**config.mk**
```make
export PLATFORM = sky130hd
export DESIGN_NAME = if_fetch_align
export DESIGN_NICKNAME = d
export VERILOG_FILES = /design/src/rtl/if_fetch_align.sv
export SDC_FILE = /design/constraint.sdc
export NUM_CORES = 1
export LEC_CHECK = 0
export CAP_MARGIN = 20
export CORE_UTILIZATION = 45
export DETAILED_ROUTE_END_ITERATION = 6
export PLACE_DENSITY_LB_ADDON = 0.08
export SKIP_LAST_GASP = 1
export SYNTH_ARGS = -nofsm -noshare
export SYNTH_HDL_FRONTEND = slang
export SYNTH_SLANG_ARGS = --single-unit
```
**constraint.sdc**
```tcl
create_clock -name clk -period 4 [get_ports clk]
set_input_delay 0.4 -clock clk [delete_from_list [all_inputs] [get_ports clk]]
set_output_delay 0.4 -clock clk [all_outputs]
set_load 0.05 [all_outputs]
```
**src/rtl/if_fetch_align.sv**
```systemverilog
// Purpose : RV32IMC fetch alignment; builds one 16/32-bit instruction per cycle from word-wide INSTMEM reads.
// Latency : outputs are combinational from registered state and imem_rdata; 1 fill cycle after reset/redirect (2 for halfword targets).
// Backpr. : stall holds all state and re-reads the same word so every output stays stable; redirect overrides stall.
//
// Ports:
//   clk, nrst             clock, asynchronous active-low reset
//   stall                 downstream cannot accept this cycle
//   redirect, redirect_pc taken branch/jump and its byte target (bit 0 ignored)
//   imem_addr, imem_rdata word address to INSTMEM, data for the previous cycle's address
//   if_valid, if_inst, if_PC, if_pc4, if_is_c   aligned instruction towards IF/ID

`ifndef PC_ADDR_BITS
`define PC_ADDR_BITS 32
`endif

module if_fetch_align #(
  parameter int                ADDR_W   = `PC_ADDR_BITS,
  parameter logic [ADDR_W-1:0] RESET_PC = '0
) (
  input  logic              clk,
  input  logic              nrst,
  input  logic              stall,
  input  logic              redirect,
  input  logic [ADDR_W-1:0] redirect_pc,
  output logic [ADDR_W-3:0] imem_addr,
  input  logic [31:0]       imem_rdata,
  output logic              if_valid,
  output logic [31:0]       if_inst,
  output logic [ADDR_W-1:0] if_PC,
  output logic [ADDR_W-1:0] if_pc4,
  output logic              if_is_c
);

  localparam int WP_W = ADDR_W - 2;
  localparam logic [WP_W-1:0]   WP_ONE    = WP_W'(1);
  localparam logic [ADDR_W-1:0] PC_TWO    = ADDR_W'(2);
  localparam logic [ADDR_W-1:0] PC_FOUR   = ADDR_W'(4);
  localparam logic [ADDR_W-1:0] HALF_MASK = ~ADDR_W'(1);

  typedef enum logic {
    FILL = 1'b0,
    RUN  = 1'b1
  } state_t;

  state_t            state;
  logic [ADDR_W-1:0] pc;
  logic [WP_W-1:0]   word_ptr;      // word whose data is on imem_rdata this cycle
  logic [WP_W-1:0]   word_ptr_next;
  logic [15:0]       hbuf;          // upper half of the previous word, sits at pc
  logic              hbuf_v;

  logic run;
  logic hbuf_is_c;
  logic w_is_c;
  logic case_a, case_b, case_c, case_d, case_e;
  logic issue_c;
  logic [31:0]       inst_raw;
  logic [ADDR_W-1:0] pc_step;

  assign run       = (state == RUN);
  assign hbuf_is_c = (hbuf[1:0] != 2'b11);
  assign w_is_c    = (imem_rdata[1:0] != 2'b11);

  // Exactly one of these holds while running.
  assign case_a = run &  hbuf_v &  hbuf_is_c;           // buffered compressed half
  assign case_b = run &  hbuf_v & ~hbuf_is_c;           // 32-bit straddling two words
  assign case_c = run & ~hbuf_v & ~pc[1] &  w_is_c;     // compressed in low half of W
  assign case_d = run & ~hbuf_v & ~pc[1] & ~w_is_c;     // aligned 32-bit
  assign case_e = run & ~hbuf_v &  pc[1];               // unaligned target: only buffer upper half

  // Case A reuses the word already on imem_rdata, so the pointer does not move.
  always_comb begin
    word_ptr_next = word_ptr;
    if (redirect) begin
      word_ptr_next = redirect_pc[ADDR_W-1:2];
    end else if (!stall && run && !case_a) begin
      word_ptr_next = word_ptr + WP_ONE;
    end
  end

  assign imem_addr = word_ptr_next;

  always_comb begin
    inst_raw = '0;
    issue_c  = 1'b0;
    if (case_a) begin
      inst_raw = {16'h0, hbuf};
      issue_c  = 1'b1;
    end else if (case_b) begin
      inst_raw = {imem_rdata[15:0], hbuf};
    end else if (case_c) begin
      inst_raw = {16'h0, imem_rdata[15:0]};
      issue_c  = 1'b1;
    end else if (case_d) begin
      inst_raw = imem_rdata;
    end
  end

  assign if_valid = run & ~redirect & ~case_e;
  assign if_inst  = if_valid ? inst_raw : 32'h0;
  assign if_is_c  = if_valid & issue_c;
  assign pc_step  = if_is_c ? PC_TWO : PC_FOUR;
  assign if_PC    = pc;
  assign if_pc4   = pc + pc_step;

  always_ff @(posedge clk or negedge nrst) begin
    if (!nrst) begin
      state    <= FILL;
      pc       <= RESET_PC;
      word_ptr <= RESET_PC[ADDR_W-1:2];
      hbuf     <= '0;
      hbuf_v   <= 1'b0;
    end else begin
      word_ptr <= word_ptr_next;
      if (redirect) begin
        pc     <= redirect_pc & HALF_MASK;
        hbuf_v <= 1'b0;
        state  <= FILL;
      end else if (!stall) begin
        if (!run) begin
          state <= RUN;
        end else begin
          // if_valid here means an instruction was issued (not case E).
          if (if_valid) begin
            pc <= if_pc4;
          end
          if (case_a) begin
            hbuf_v <= 1'b0;
          end else if (case_b || case_c || case_e) begin
            hbuf   <= imem_rdata[31:16];
            hbuf_v <= 1'b1;
          end
        end
      end
    end
  end

endmodule

```
* Yosys cells after proc, flatten, opt, wreduce, memory -nomap -nowiden
Index checks and enable logic that the tools add are counted.
Operators by class: add/sub/neg operators 2, equal/unequal tests 3, multiplexer cells 22, bitwise gates (word level) 19, reduce and logical (&&, ||, !) cells 12
Operator list (number):
- 2-to-1 mux 32 bit | 9
- 2-to-1 mux 30 bit | 2
- adder 32 x 3 -> 32 bit | 1
- adder 30 x 1 -> 30 bit (second input constant) | 1
- bitwise AND 1 bit | 11
- 2-to-1 mux 1 bit | 10
- NOT 1 bit | 8
- AND reduction 3 bit | 2
- AND reduction 5 bit | 1
- != test 2 bit (second input constant) | 2
- nonzero test 2 bit | 2
- 2-to-1 mux 3 bit | 1
- nonzero test 3 bit | 1
- logical AND 1 bit | 2
- logical NOT 1 bit | 2
- logical OR 1 bit | 2
- != test 2 x 1 -> 1 bit (second input constant) | 1
Storage, ports and cells: register bits after elaboration 80, input bits 68, output and inout bits 128, word-level logic and storage cells 63

* Longest topological paths before layout
depth in word-level cells 14, mapped depth 14, depth with buffers taken out 12

* Least setup slack after synthesis
No wires, ideal clock.
kind flip-flop to output port, start register pc[1], in the netlist if_PC[1], end output port if_pc4[31], arrival 4.858 ns, slack -1.258 ns, stages on the path, launching flop included 12, buffers on the path 1, cells stage by stage dfrtp_1 > nor3_1 > nand2_1 > a21oi_1 > ha_1 > inv_1 > fa_1 > nand3b_1 > or2_2 > clkbuf_1 > nor3_1 > xor2_1
Between the ends: word-level cells in the longest chain between the ends 9, elaborated cells on any way between the ends 12, classes of those cells 1 x add/sub; 4 x mux; 7 x bitwise
Ends and longest elaborated chain:
- start, declared | RTL line 46 | logic [ADDR_W-1:0] pc;
- start signal, assigned | RTL line 116 | pc <= redirect_pc & HALF_MASK;
- start signal, assigned | RTL line 125 | pc <= if_pc4;
- NOT 1 bit | RTL line 67 | assign case_c = run & ~hbuf_v & ~pc[1] & w_is_c;
- bitwise AND 1 bit (2 in a row) | RTL line 67
- 2-to-1 mux 1 bit | RTL line 91 | end else if (case_c) begin
- 2-to-1 mux 1 bit | RTL line 89 | end else if (case_b) begin
- 2-to-1 mux 1 bit | RTL line 86 | if (case_a) begin
- bitwise AND 1 bit (*) | RTL line 101 | assign if_is_c = if_valid & issue_c;
- via if_is_c | RTL line 31 | output logic if_is_c
- 2-to-1 mux 3 bit (*) | RTL line 102 | assign pc_step = if_is_c ? PC_TWO : PC_FOUR;
- adder 32 x 3 -> 32 bit (*) | RTL line 104 | assign if_pc4 = pc + pc_step;
- end, declared | RTL line 30 | output logic [ADDR_W-1:0] if_pc4,
The timed path passes the listed nets; every way through them passes the cells marked *.

* Worst setup path after layout
start register state, in the netlist run, end output port if_pc4[27]
Between the ends: word-level cells in the longest chain between the ends 9, elaborated cells on any way between the ends 16, classes of those cells 1 x add/sub; 4 x mux; 11 x bitwise
Ends and longest elaborated chain:
- start, declared | RTL line 45 | state_t state;
- start signal, assigned | RTL line 108 | state <= FILL;
- start signal, assigned | RTL line 118 | state <= FILL;
- start signal, assigned | RTL line 121 | state <= RUN;
- bitwise AND 1 bit | RTL line 67, 69
- bitwise AND 1 bit (2 in a row) | RTL line 67
- 2-to-1 mux 1 bit | RTL line 91
- 2-to-1 mux 1 bit | RTL line 89
- 2-to-1 mux 1 bit | RTL line 86
- bitwise AND 1 bit (*) | RTL line 101
- 2-to-1 mux 3 bit (*) | RTL line 102
- adder 32 x 3 -> 32 bit (*) | RTL line 104
Mark *: on every way between the ends. The rest lies on a longest branch, timed or not.

==> results <==
- Setup repair after global routing could not meet its margin everywhere.
- The fraction of synthesized area in multiplexers is 0.1198.
- The total area inside the core boundary comes to about 11,000 um^2.
- The H-tree was split into 3 levels.
- The synthesis-stage register bit count is 79.
- The maximum clock frequency is 260.3 MHz.
- Relative to the synthesized area, the layout overhead comes to 53.97%.
- The flow ran to the end, and the final reports show no timing, DRC or antenna violations.
- Entering global routing, the biggest net connects 80 pins.
- Routability-driven placement finished with a final weighted congestion of 0.8768.
- Summed over all cells, the static leakage comes to about 3.1 nW.
- The number of antenna diodes in the final layout is 0.
- The floorplan step set the die width to approximately 110 um.
- Measured against its own limit, the worst slew margin works out to 0.2721.
- Together, buffers and inverters on the worst path number 4.
- Data on the critical path arrives at its endpoint at 3.44 ns.
- Once detailed placement completed, the half-perimeter wirelength came to 12,060 um.
- The initial standard-cell utilization of the core is 0.4688.
- For the worst setup path, the data required time is 3.60 ns.
- The number of flops mapped to enable cells by yosys is 0.
- In this run the worst path has a maximum fanout of 7.
- Of the total synthesized cell area, the portion taken by AND, OR, NAND and NOR gates is 0.2238.
- Counting the buffers created by CTS gives 9.
- The path depth of the worst reg2reg path is 12.
- The overall via count from detail_route is 4,987.
- The maximum resistive drop on vdd is 0.2502 mV.
- The number of max-cap violations is 0.
- In the synthesized netlist the async set-or-reset flop fraction comes to 1.000.
- The average vias per placed instance is 5.673.
- The clock tree root driver cell is sky130_fd_sc_hd__clkbuf_16.
- The violation count after the first detailed-route iteration is 204.
- Dividing the synthesized area by the synthesized cell count gives 9.413 um^2.
- In this run the count of I/O pins placed on the die edge is 196.
- After technology mapping, the gate count stands at 547.
- The combined area of all synthesized cells is 5149 um^2.
- In the synthesized netlist the dominant register cell turns out to be sky130_fd_sc_hd__dfrtp_1.
- The number of different library cells used by synthesis comes to 46.
- The die covers 11,870 um^2.
- The part of the Yosys area used for sequential elements is 0.3840.
- Post-CTS timing repair inserted 0 buffers for setup.
- The number of nets in the finished design is 807.
- At the later pin of the worst-skew pair, clock insertion delay measures 0.34 ns.
- The number of cells on the critical path is 13.
- TritonCTS built the clock tree.
- The minimum clock period after layout is between 3 and 4 ns.
- The number of cells in the design after placement is 862.
- Among the stages of the critical path, the cell type that occurs most often is sky130_fd_sc_hd__inv_1.
- The gate family responsible for the most delay along the worst path is simple AND/OR/NAND/NOR gates.
- Final hold analysis gives a worst-case slack of between 0.4 and 0.5 ns.
- The longest clock path from root to sink contains 2 buffers.
- The number of failing hold endpoints at the final stage is 0.
- Clock-pin slew was measured on the worst setup and hold paths at 0.06 ns.
- In this run the vertical extent of the chip is 109.0 um.
- The count of unresolved DRC violations after routing is 0.
- The cell at the slowest stage of the critical path is sky130_fd_sc_hd__dfrtp_1.
- The endpoint kind of the worst setup timing path is an output pin.
- The proportion of layout cells with a drive suffix above 1 is 0.2327.
- The number of max-slew violations in the final report is 0.
- The signal on the critical path passes through inv_1 > nor3_4 > nand2_1 > a21oi_4 > ha_1 > inv_1 > fa_1 > nand3b_1 > buf_4 > nor3_2 > nand3_1 > xnor2_2 > buf_12.
- The post-synthesis share of cell area spent on xor and xnor gates is 0.1276.
- Across all register-to-register paths, the minimum setup slack is 0.41 ns.
- The number of setup violations in the final report is 0.
- The slew at the pin closest to its max-slew limit is 1.084 ns.
- Port buffering added 192 buffers.
- By area, the combinational part of the netlist is dominated by simple AND/OR/NAND/NOR gates.
- The worst hold path belongs to the class in -> async.
- The capture instance of the worst register-to-register path is if_PC[31]$_DFFE_PN0P_.
- In this run the power density over the cells is 369.2 nW/um^2.
- The first global-routing pass estimated 24,920 um of wire.
- The number of global-route vias before repair is ~4,800.
- The post-synthesis compound-gate area fraction is 0.09745.
- The worst setup path is of the reg -> out kind.
- The first TritonRoute pass finished after 4 iterations.
- Wires add up to ~16,000 um.
- In this run the core area contains 38 standard-cell rows.
- The worst stage delay on the critical path is 0.45 ns.
- During synthesis, Yosys emitted a total of 0 warnings.
- The routed wire length per instance is 18.29 um.
- Total power for the finished layout comes to roughly 2.9 mW.
- The number of clock sinks seen by CTS is 79.
- The combined global-route utilization of all metal layers is 0.2772.
- Of the available clock period, the critical path in the final layout requires 0.9604.
- The number of standard cells in the final layout excluding fillers is a little under 900.
- Of the total synthesized cell area, the portion taken by full adders, half adders and majority gates is 0.01118.
- The nature of the critical path startpoint is a flip-flop.
- The launching point of the worst reg2reg path is run$_DFFE_PN0N_.
- For the final routed database, the setup TNS stands at 0 ns.
- The leftover overflow at the end of global routing is 0.
- For the final database, setup skew stands at ~0.0045 ns.
- The count of antenna-violating nets left after detailed routing is 0.
- The initial antenna violation count came to 0.
worst max-delay path by stage:
stage,startpoint,end
floorplan,hbuf_v$_DFFE_PN0P_,if_pc4[31]
global placement,imem_rdata[0],if_pc4[27]
detailed placement,imem_rdata[0],if_pc4[27]
CTS,run$_DFFE_PN0N_,if_pc4[27]
global route,run$_DFFE_PN0N_,if_pc4[27]
finish,run$_DFFE_PN0N_,if_pc4[27]
per-stage QoR:
stage | cell area, um^2 | utilization | setup WS (ns)
floorplan | 5293 | - | -0.08885
global placement | 7606 | 0.6925 | 0.2660
detailed placement | 7606 | 0.6925 | 0.1724
CTS | 7865 | 0.7161 | 0.01821
global route | 7928 | 0.7218 | -0.04010
finish | 7928 | 0.7218 | 0.1586
registers in the layout (all words and copies together), names as in the netlist:
name,cells
if_PC,31
run,1
hbuf_v,1
word_ptr,30
hbuf,16
synthesized netlist by cell type (all sizes together), types with 3 or more instances:
cell type	number	area, um^2
a21boi	4	33.78
dfrtp	79	1977
nor4	14	106.4
o31a	3	26.28
a22oi	31	232.7
ha	3	37.54
nor2	61	229.0
a31oi	8	50.05
nor3	14	70.07
clkbuf	19	71.32
and4	5	48.80
xnor2	39	341.6
nand2b	5	31.28
buf	12	70.07
nand2	35	131.4
xor2	36	315.3
and3	14	87.58
nand3	25	140.1
inv	11	41.29
o21a	3	22.52
nand4	21	131.4
o21ai	7	35.03
or3	7	43.79
and2	6	37.54
a21oi	14	70.07
mux2	53	596.8
cell families (layout without fill, tap and decap cells):
group	Yosys count	after routing
other	1	2
AND/OR/NAND/NOR	217	217
flip-flops	79	79
AO/OA/AOI/OAI	74	74
adder cells (fa/ha/maj)	4	4
XOR/XNOR	75	75
buffers and inverters	42	233
multiplexers	55	55
per-layer routing:
layer,routed length (um),vias up,GRT usage
met5,0,-,0
met4,282,0,0.1033
met3,1087,18,0.05619
met2,7799,198,0.4416
met1,6904,2433,0.3711
li1,-,2338,-
final cells by class:
type	count	area, um^2
clock inverters	1	5.005
inverters	11	41.29
well taps	140	175.2
fillers	827	3055
flip-flops and latches	79	1978
repair buffers	207	2302
multi-input cells	427	3172
clock buffers	14	254.0
timing repair:
action,in CTS,in global routing
endpoints found under the hold margin,0,22
resized for setup,0,6
hold buffers,0,1
endpoints found under the setup margin,0,8
worst reg2reg max path, cell delays in order, from the launching register on:
cell                      delay (ns)
sky130_fd_sc_hd__dfrtp_1        0.45
sky130_fd_sc_hd__inv_1          0.16
sky130_fd_sc_hd__nor3_4         0.23
sky130_fd_sc_hd__nand2_1        0.12
sky130_fd_sc_hd__a21oi_4        0.19
sky130_fd_sc_hd__ha_1           0.22
sky130_fd_sc_hd__inv_1          0.06
sky130_fd_sc_hd__fa_1           0.44
sky130_fd_sc_hd__nor2_1         0.16
sky130_fd_sc_hd__or4b_1         0.71
sky130_fd_sc_hd__nor4_1         0.34
sky130_fd_sc_hd__xor2_1         0.11
sky130_fd_sc_hd__mux2_2         0.28
report_power, final:
part / internal (mW) / switching, mW
registers: 0.908 / 0.132
logic: 0.485 / 0.653
clock network: 0.434 / 0.315
layout by cell type (no fill, tap or decap), types with 4 or more instances in the layout:
| cell type | synthesis | routed |
|---|---|---|
| sky130_fd_sc_hd__nor4_1 | 11 | 10 |
| sky130_fd_sc_hd__xnor2_2 | 0 | 5 |
| sky130_fd_sc_hd__buf_4 | 5 | 43 |
| sky130_fd_sc_hd__and3_1 | 14 | 14 |
| sky130_fd_sc_hd__a22oi_1 | 31 | 31 |
| sky130_fd_sc_hd__and2_1 | 6 | 6 |
| sky130_fd_sc_hd__nor2_1 | 61 | 59 |
| sky130_fd_sc_hd__inv_1 | 11 | 10 |
| sky130_fd_sc_hd__nor3_1 | 14 | 10 |
| sky130_fd_sc_hd__clkdlybuf4s50_1 | 0 | 130 |
| sky130_fd_sc_hd__clkbuf_1 | 19 | 4 |
| sky130_fd_sc_hd__nand3_2 | 3 | 4 |
| sky130_fd_sc_hd__xnor2_1 | 39 | 34 |
| sky130_fd_sc_hd__buf_12 | 0 | 32 |
| sky130_fd_sc_hd__nand2b_1 | 5 | 5 |
| sky130_fd_sc_hd__dfrtp_1 | 79 | 78 |
| sky130_fd_sc_hd__nand4_1 | 21 | 21 |
| sky130_fd_sc_hd__xor2_1 | 36 | 32 |
| sky130_fd_sc_hd__nand3_1 | 22 | 21 |
| sky130_fd_sc_hd__a31oi_1 | 8 | 8 |
| sky130_fd_sc_hd__nand2_1 | 35 | 35 |
| sky130_fd_sc_hd__mux2_2 | 53 | 53 |
| sky130_fd_sc_hd__or3_1 | 7 | 7 |
| sky130_fd_sc_hd__o21ai_0 | 7 | 7 |
| sky130_fd_sc_hd__clkbuf_16 | 0 | 9 |
| sky130_fd_sc_hd__a21oi_1 | 14 | 13 |
No activity file was read; power rests on OpenSTA's default activity.
